File: config.mk
export PLATFORM = sky130hd
export DESIGN_NAME = pipeline_ctrl_flat
export DESIGN_NICKNAME = d
export VERILOG_FILES = /design/src/rtl/pipeline_ctrl_if.sv /design/src/rtl/pipeline_ctrl.sv /design/src/flat_wrapper.sv
export SDC_FILE = /design/constraint.sdc
export NUM_CORES = 1
export LEC_CHECK = 0
export CORE_ASPECT_RATIO = 1.1
export CORE_UTILIZATION = 39
export DETAILED_ROUTE_END_ITERATION = 8
export PLACE_DENSITY = 0.88
export SLEW_MARGIN = 10
export SYNTH_ARGS = -nofsm -noshare
export SYNTH_HDL_FRONTEND = slang
export SYNTH_SLANG_ARGS = --single-unit
File: constraint.sdc
create_clock -name clk -period 3.68 [get_ports clk]
set_input_delay 1.104 -clock clk [delete_from_list [all_inputs] [get_ports clk]]
set_output_delay 1.104 -clock clk [all_outputs]
set_load 0.01 [all_outputs]
File: src/rtl/pipeline_ctrl_if.sv
// Pipeline-side signal bundle for pipeline_ctrl: stall requests and flush/redirect results.
// The pipeline stages drive through master; the controller attaches through slave.
interface pipeline_ctrl_if;
    logic        request_from_if;
    logic        load_related_1;
    logic        load_related_2;
    logic        request_from_ex;
    logic        request_from_mem;
    logic        exception_flag;
    logic        eret_flag;
    logic [31:0] epc;
    logic [5:0]  stall;
    logic        flush;
    logic        redirect_valid;
    logic [31:0] redirect_pc;
    logic        fetch_timeout;
    logic [31:0] load_stall_cnt;
    logic [31:0] total_stall_cnt;

    modport master (
        output request_from_if, load_related_1, load_related_2, request_from_ex,
               request_from_mem, exception_flag, eret_flag, epc,
        input  stall, flush, redirect_valid, redirect_pc, fetch_timeout,
               load_stall_cnt, total_stall_cnt
    );

    modport slave (
        input  request_from_if, load_related_1, load_related_2, request_from_ex,
               request_from_mem, exception_flag, eret_flag, epc,
        output stall, flush, redirect_valid, redirect_pc, fetch_timeout,
               load_stall_cnt, total_stall_cnt
    );
endinterface

File: src/rtl/pipeline_ctrl.sv
// Stall/flush controller for the 5-stage pipeline, with redirects held while a fetch is pending.
// Optional performance counters are enabled with `define PIPELINE_PERF_CNT_EN.
module pipeline_ctrl #(
    parameter logic [31:0] EXC_VECTOR    = 32'hBFC00380,
    parameter int unsigned FETCH_TIMEOUT = 64,
    parameter int unsigned CNT_W         = 8
) (
    input logic           clk,
    input logic           rst,
    pipeline_ctrl_if.slave bus
);

    typedef enum logic [0:0] {StIdle, StWaitFetch} state_e;

    state_e             state_q, state_d;
    logic [31:0]        pending_q, pending_d;
    logic [CNT_W-1:0]   cnt_q, cnt_d;
    logic               timeout_q, timeout_d;

    logic               load_related;
    logic               redirect_req;
    logic [31:0]        target;
    logic [5:0]         stall_vec;

    logic [5:0]         stall;
    logic               flush;
    logic               redirect_valid;
    logic [31:0]        redirect_pc;

    assign load_related = bus.load_related_1 | bus.load_related_2;
    // A MEM stall defers the redirect; the MEM stage keeps its flag asserted meanwhile.
    assign redirect_req = (bus.exception_flag | bus.eret_flag) & ~bus.request_from_mem;
    assign target       = bus.exception_flag ? EXC_VECTOR : bus.epc;

    always_comb begin
        if (bus.request_from_mem) begin
            stall_vec = 6'b011111;
        end else if (bus.request_from_ex) begin
            stall_vec = 6'b001111;
        end else if (load_related) begin
            stall_vec = 6'b000111;
        end else if (bus.request_from_if) begin
            stall_vec = 6'b000011;
        end else begin
            stall_vec = 6'b000000;
        end
    end

    always_ff @(posedge clk) begin
        if (rst) begin
            state_q   <= StIdle;
            pending_q <= 32'h0;
            cnt_q     <= '0;
            timeout_q <= 1'b0;
        end else begin
            state_q   <= state_d;
            pending_q <= pending_d;
            cnt_q     <= cnt_d;
            timeout_q <= timeout_d;
        end
    end

    always_comb begin
        state_d   = state_q;
        pending_d = pending_q;
        cnt_d     = cnt_q;
        timeout_d = timeout_q;
        unique case (state_q)
            StIdle: begin
                if (redirect_req && bus.request_from_if) begin
                    state_d   = StWaitFetch;
                    pending_d = target;
                    cnt_d     = '0;
                end
            end
            StWaitFetch: begin
                if (cnt_q != {CNT_W{1'b1}}) begin
                    cnt_d = cnt_q + 1'b1;
                end
                if (cnt_d >= CNT_W'(FETCH_TIMEOUT)) begin
                    timeout_d = 1'b1;
                end
                if (redirect_req) begin
                    pending_d = target;
                end
                if (!bus.request_from_if) begin
                    state_d = StIdle;
                end
            end
            default: state_d = StIdle;
        endcase
    end

    always_comb begin
        stall          = 6'b000000;
        flush          = 1'b0;
        redirect_valid = 1'b0;
        redirect_pc    = 32'h0;
        if (!rst) begin
            unique case (state_q)
                StIdle: begin
                    if (redirect_req) begin
                        flush       = 1'b1;
                        redirect_pc = target;
                        if (bus.request_from_if) begin
                            stall = 6'b000011;
                        end else begin
                            redirect_valid = 1'b1;
                        end
                    end else begin
                        stall = stall_vec;
                    end
                end
                StWaitFetch: begin
                    stall       = 6'b000011;
                    flush       = redirect_req;
                    redirect_pc = pending_q;
                    if (!bus.request_from_if) begin
                        redirect_valid = 1'b1;
                        if (redirect_req) begin
                            redirect_pc = target;
                        end
                    end
                end
                default: ;
            endcase
        end
    end

    assign bus.stall          = stall;
    assign bus.flush          = flush;
    assign bus.redirect_valid = redirect_valid;
    assign bus.redirect_pc    = redirect_pc;
    assign bus.fetch_timeout  = timeout_q;

`ifdef PIPELINE_PERF_CNT_EN
    logic [31:0] load_cnt_q;
    logic [31:0] total_cnt_q;

    always_ff @(posedge clk) begin
        if (rst) begin
            load_cnt_q  <= 32'h0;
            total_cnt_q <= 32'h0;
        end else begin
            if (load_related && stall[2] && (load_cnt_q != 32'hFFFFFFFF)) begin
                load_cnt_q <= load_cnt_q + 32'd1;
            end
            if (stall[0] && (total_cnt_q != 32'hFFFFFFFF)) begin
                total_cnt_q <= total_cnt_q + 32'd1;
            end
        end
    end

    assign bus.load_stall_cnt  = load_cnt_q;
    assign bus.total_stall_cnt = total_cnt_q;
`else
    assign bus.load_stall_cnt  = 32'h0;
    assign bus.total_stall_cnt = 32'h0;
`endif

endmodule

File: src/flat_wrapper.sv
// flat-port wrapper written by rule: the top's interface ports become plain ports
module pipeline_ctrl_flat 
#(
    parameter logic [31:0] EXC_VECTOR    = 32'hBFC00380,
    parameter int unsigned FETCH_TIMEOUT = 64,
    parameter int unsigned CNT_W         = 8
)
  (clk, rst, bus_request_from_if, bus_load_related_1, bus_load_related_2, bus_request_from_ex, bus_request_from_mem, bus_exception_flag, bus_eret_flag, bus_epc, bus_stall, bus_flush, bus_redirect_valid, bus_redirect_pc, bus_fetch_timeout, bus_load_stall_cnt, bus_total_stall_cnt);
  pipeline_ctrl_if bus_i ();
  input logic clk;
  input logic rst;
  input wire logic [$bits(bus_i.request_from_if)-1:0] bus_request_from_if;
  input wire logic [$bits(bus_i.load_related_1)-1:0] bus_load_related_1;
  input wire logic [$bits(bus_i.load_related_2)-1:0] bus_load_related_2;
  input wire logic [$bits(bus_i.request_from_ex)-1:0] bus_request_from_ex;
  input wire logic [$bits(bus_i.request_from_mem)-1:0] bus_request_from_mem;
  input wire logic [$bits(bus_i.exception_flag)-1:0] bus_exception_flag;
  input wire logic [$bits(bus_i.eret_flag)-1:0] bus_eret_flag;
  input wire logic [$bits(bus_i.epc)-1:0] bus_epc;
  output wire logic [$bits(bus_i.stall)-1:0] bus_stall;
  output wire logic [$bits(bus_i.flush)-1:0] bus_flush;
  output wire logic [$bits(bus_i.redirect_valid)-1:0] bus_redirect_valid;
  output wire logic [$bits(bus_i.redirect_pc)-1:0] bus_redirect_pc;
  output wire logic [$bits(bus_i.fetch_timeout)-1:0] bus_fetch_timeout;
  output wire logic [$bits(bus_i.load_stall_cnt)-1:0] bus_load_stall_cnt;
  output wire logic [$bits(bus_i.total_stall_cnt)-1:0] bus_total_stall_cnt;
  assign bus_i.request_from_if = bus_request_from_if;
  assign bus_i.load_related_1 = bus_load_related_1;
  assign bus_i.load_related_2 = bus_load_related_2;
  assign bus_i.request_from_ex = bus_request_from_ex;
  assign bus_i.request_from_mem = bus_request_from_mem;
  assign bus_i.exception_flag = bus_exception_flag;
  assign bus_i.eret_flag = bus_eret_flag;
  assign bus_i.epc = bus_epc;
  assign bus_stall = bus_i.stall;
  assign bus_flush = bus_i.flush;
  assign bus_redirect_valid = bus_i.redirect_valid;
  assign bus_redirect_pc = bus_i.redirect_pc;
  assign bus_fetch_timeout = bus_i.fetch_timeout;
  assign bus_load_stall_cnt = bus_i.load_stall_cnt;
  assign bus_total_stall_cnt = bus_i.total_stall_cnt;
  pipeline_ctrl #(.EXC_VECTOR(EXC_VECTOR), .FETCH_TIMEOUT(FETCH_TIMEOUT), .CNT_W(CNT_W)) u_core (.clk(clk), .rst(rst), .bus(bus_i));
endmodule
==> reports/results.txt <==
Outcome = complete, no violations
CP required = 2580 ps
Fmax = 0.276 GHz
Hold Crit Depth = 2
Reg2Reg Depth = 5
Compound-cell area share of the yosys netlist = 19.3%
Clk_skew = 2.99 ps
Mapped Avg Cell Area = 7.22 um^2
Leakage = 1.51 nW
Met1 Track Usage GR = 20.7%
CTS tree = built
Router iterations before antenna repair = 4
# DRC = 0
Total grt overflow = 0
FF+latch count, synth = 42
Max Cap Viol = 0
Post-Synth Simple-Gate Area = 27.5%
Worst Setup Slack, final = 53.9 ps
Number of global-route vias before repair = 2526
Reg-to-reg critical path endpoint = u_core.pending_q[22]
Startpoint of the worst hold path = u_core.pending_q[3]
Number of synthesized flops with an enable pin = 0
Worst Path Arrival = 2520 ps
Routed Wire Length = 7.08 mm
CTS Buf Count = 5
Clock sinks = 42
Worst Hold Class = reg -> reg
Combinational family with the most area after synthesis = simple AND/OR/NAND/NOR gates
Layout filler cell count = 696
Synth Area in Adders = 0.442%
Worst Path Max Fanout = 16
Synth cell types = 45
Seq/Total Area, Yosys = 29.7%
Max_slew headroom = 50.8%
Worst vdd ir = 0.176 mV
Die Y-Extent = 91.3 um
Max H-tree Level = 2
First-pass GRT wire length = 11.4 mm
Yosys warnings = 0
Hold EP = u_core.pending_q[3]
Clock Tree Root = clkbuf_8
Critical register-to-register path startpoint = u_core.state_q
Clock power share = 28.2%
Largest net degree at the start of global routing = 39
Post-route setup TNS = 0 ps
Post-Syn Area = 2830 um^2
Net Switching = 0.317 mW
Chip width = 83.2 um
Total GRT Usage = 18.1%
I/O Pins = 146
Switching portion of total power = 30.5%
Pwr dens = 281 nW/um^2
Antenna Nets Post-Route = 0
Final Cycle Share = 98.5%
Initial antenna violation count = 0
# port buffers = 80
Share of power burned in registers = 46.3%
Fin. max-slew vios = 0
1st-iter DRT viols = 123
Clk_lat worst skew = 290 ps
Met2 Track Usage GR = 34.6%
Final setup violation count = 0
CP Capture Type = output port
Initial core utilization = 40.4%
R2r setup slk = 1890 ps
Ant. Diodes = 0
Row cnt = 32
Net total in the final layout = 515
Routed len/inst = 12.7 um
Cells after Synth = 392
Detailed placement HPWL = 4.75 mm
Worst-margin pin slew = 738 ps
Comb pwr share = 25.5%
Area Growth Syn to Fin = 30.9%
Critical path class = in -> out
Clock-pin slew on the worst setup and hold paths = 80 ps
Max clock buf depth = 2
Post-synth ARST share = 0%
Synth top area share = 29.7%
Mux cell area share after synthesis = 0%
Synth area leaders = dfxtp_1 30%, buf_4 18%, nand2_1 7.4%, a21oi_1 6.7%, a22oi_1 5.3%
Dominant cell type by area after synthesis = dfxtp_1
Top-count cell post-synth = buf_4
Fin. Hold Viols = 0
Fin crit period = 3630 ps
Die area = 7600 um^2
Busiest grt layer = met2
Share of post-route cells with drive strength above 1 = 13.5%
Top post-synthesis cells by count = 67 x buf_4, 56 x nand2_1, 42 x dfxtp_1, 38 x a21oi_1, 38 x nor2_1
Placement Setup Slack = -431 ps
Vias per inst = 4.92
Ys flop type = dfxtp_1
Grt met3 use = 3.09%
CP Launch Type = primary input
Core area = 7010 um^2
Gpl congestion = 0.759
Internal power = 0.723 mW
Vias after detailed routing = 2752
Xor/xnor share of the synthesized area = 0%
cell families (layout without fill, tap and decap cells):
family,count (synthesis),after routing
other,1,65
AOI/OAI and AO/OA,88,88
DFF,42,42
and+or+nand+nor,163,163
buffers and inverters,97,115
adders and majority gates,1,1
stage by stage:
step                util [%]  hold slack (ps)  instances  power, mW  area (um^2)
floorplan                  -              436        456      0.683         3070
global placement        50.1              441        546      0.740         3510
detailed placement      50.1              450        546      0.747         3510
CTS                     53.0              463        559       1.05         3720
global route            52.9              488        559       1.10         3700
finish                  52.9              465        559       1.04         3700
critical path, stage by stage:
cell	delay (ps)
dlygate4sd2_1	250
o21bai_4	200
o21a_4	250
buf_12	160
a22oi_1	200
nor2_1	70
dlygate4sd2_1	280
layout make-up:
type / count / area, um^2 / share of cell area [%]
clock inverter: 2 / 13.8 / 0.372
multi-input combinational: 317 / 1650 / 44.7
timing repair buffer: 104 / 1000 / 27.1
tap: 85 / 106 / 2.87
sequential: 42 / 841 / 22.7
clock buffer: 6 / 72.6 / 1.96
inverter: 3 / 11.3 / 0.304
how the worst max path moves through the flow:
stage                         startpoint             endpoint  slack, ps  depth (start not counted)
finish              bus_request_from_mem   bus_redirect_pc[3]         50                          7
detailed placement  bus_request_from_mem  bus_redirect_pc[27]       -430                          7
CTS                 bus_request_from_mem  bus_redirect_pc[21]        0.2                          7
floorplan             bus_exception_flag  bus_redirect_pc[31]        500                          6
global placement    bus_request_from_mem  bus_redirect_pc[28]       -390                          7
global route               bus_eret_flag         bus_stall[2]        -10                          6
cells in the final DEF (no fill, tap or decap), drive strengths merged, types with 2 or more instances in the layout:
| master | instances |
|---|---|
| conb | 65 |
| nand2 | 56 |
| dfxtp | 42 |
| clkdlybuf4s50 | 40 |
| a21oi | 39 |
| nor2 | 38 |
| nor3 | 26 |
| buf | 25 |
| nor2b | 20 |
| a22oi | 20 |
| dlygate4sd2 | 19 |
| o21ai | 16 |
| clkbuf | 12 |
| clkdlybuf4s15 | 11 |
| a31oi | 4 |
| nand3 | 4 |
| nor4 | 3 |
| nor3b | 3 |
| inv | 3 |
| dlymetal6s2s | 3 |
| nand2b | 2 |
| and3 | 2 |
| and4 | 2 |
| or3b | 2 |
| clkinv | 2 |
power by group through the flow:
| stage | combinational, mW | sequential [mW] | clock (mW) |
|---|---|---|---|
| after CTS | 0.265 | 0.482 | 0.304 |
| after detailed placement | 0.255 | 0.492 | 0 |
| after global placement | 0.249 | 0.491 | 0 |
| after global routing | 0.291 | 0.484 | 0.322 |
| final | 0.265 | 0.482 | 0.293 |
| after floorplan | 0.194 | 0.489 | 0 |
registers in the layout, summed over array words and instances, names as in the netlist:
signal / flops
u_core.pending_q: 32
u_core.bus.fetch_timeout: 1
u_core.state_q: 1
u_core.cnt_q: 8
routing by layer:
metal | vias to the layer above | wire, um
met5 | - | 0
met2 | 119 | 3770
met1 | 1261 | 2870
li1 | 1361 | -
met4 | 0 | 76
met3 | 11 | 366
repair_timing:
action	in CTS	in global routing
cloned	2	0
pin swaps	2	2
buffers inserted	3	0
gates resized for setup	72	11
hold buffers	0	0
setup endpoints to repair	37	21
(Power assumes the default switching activity.)
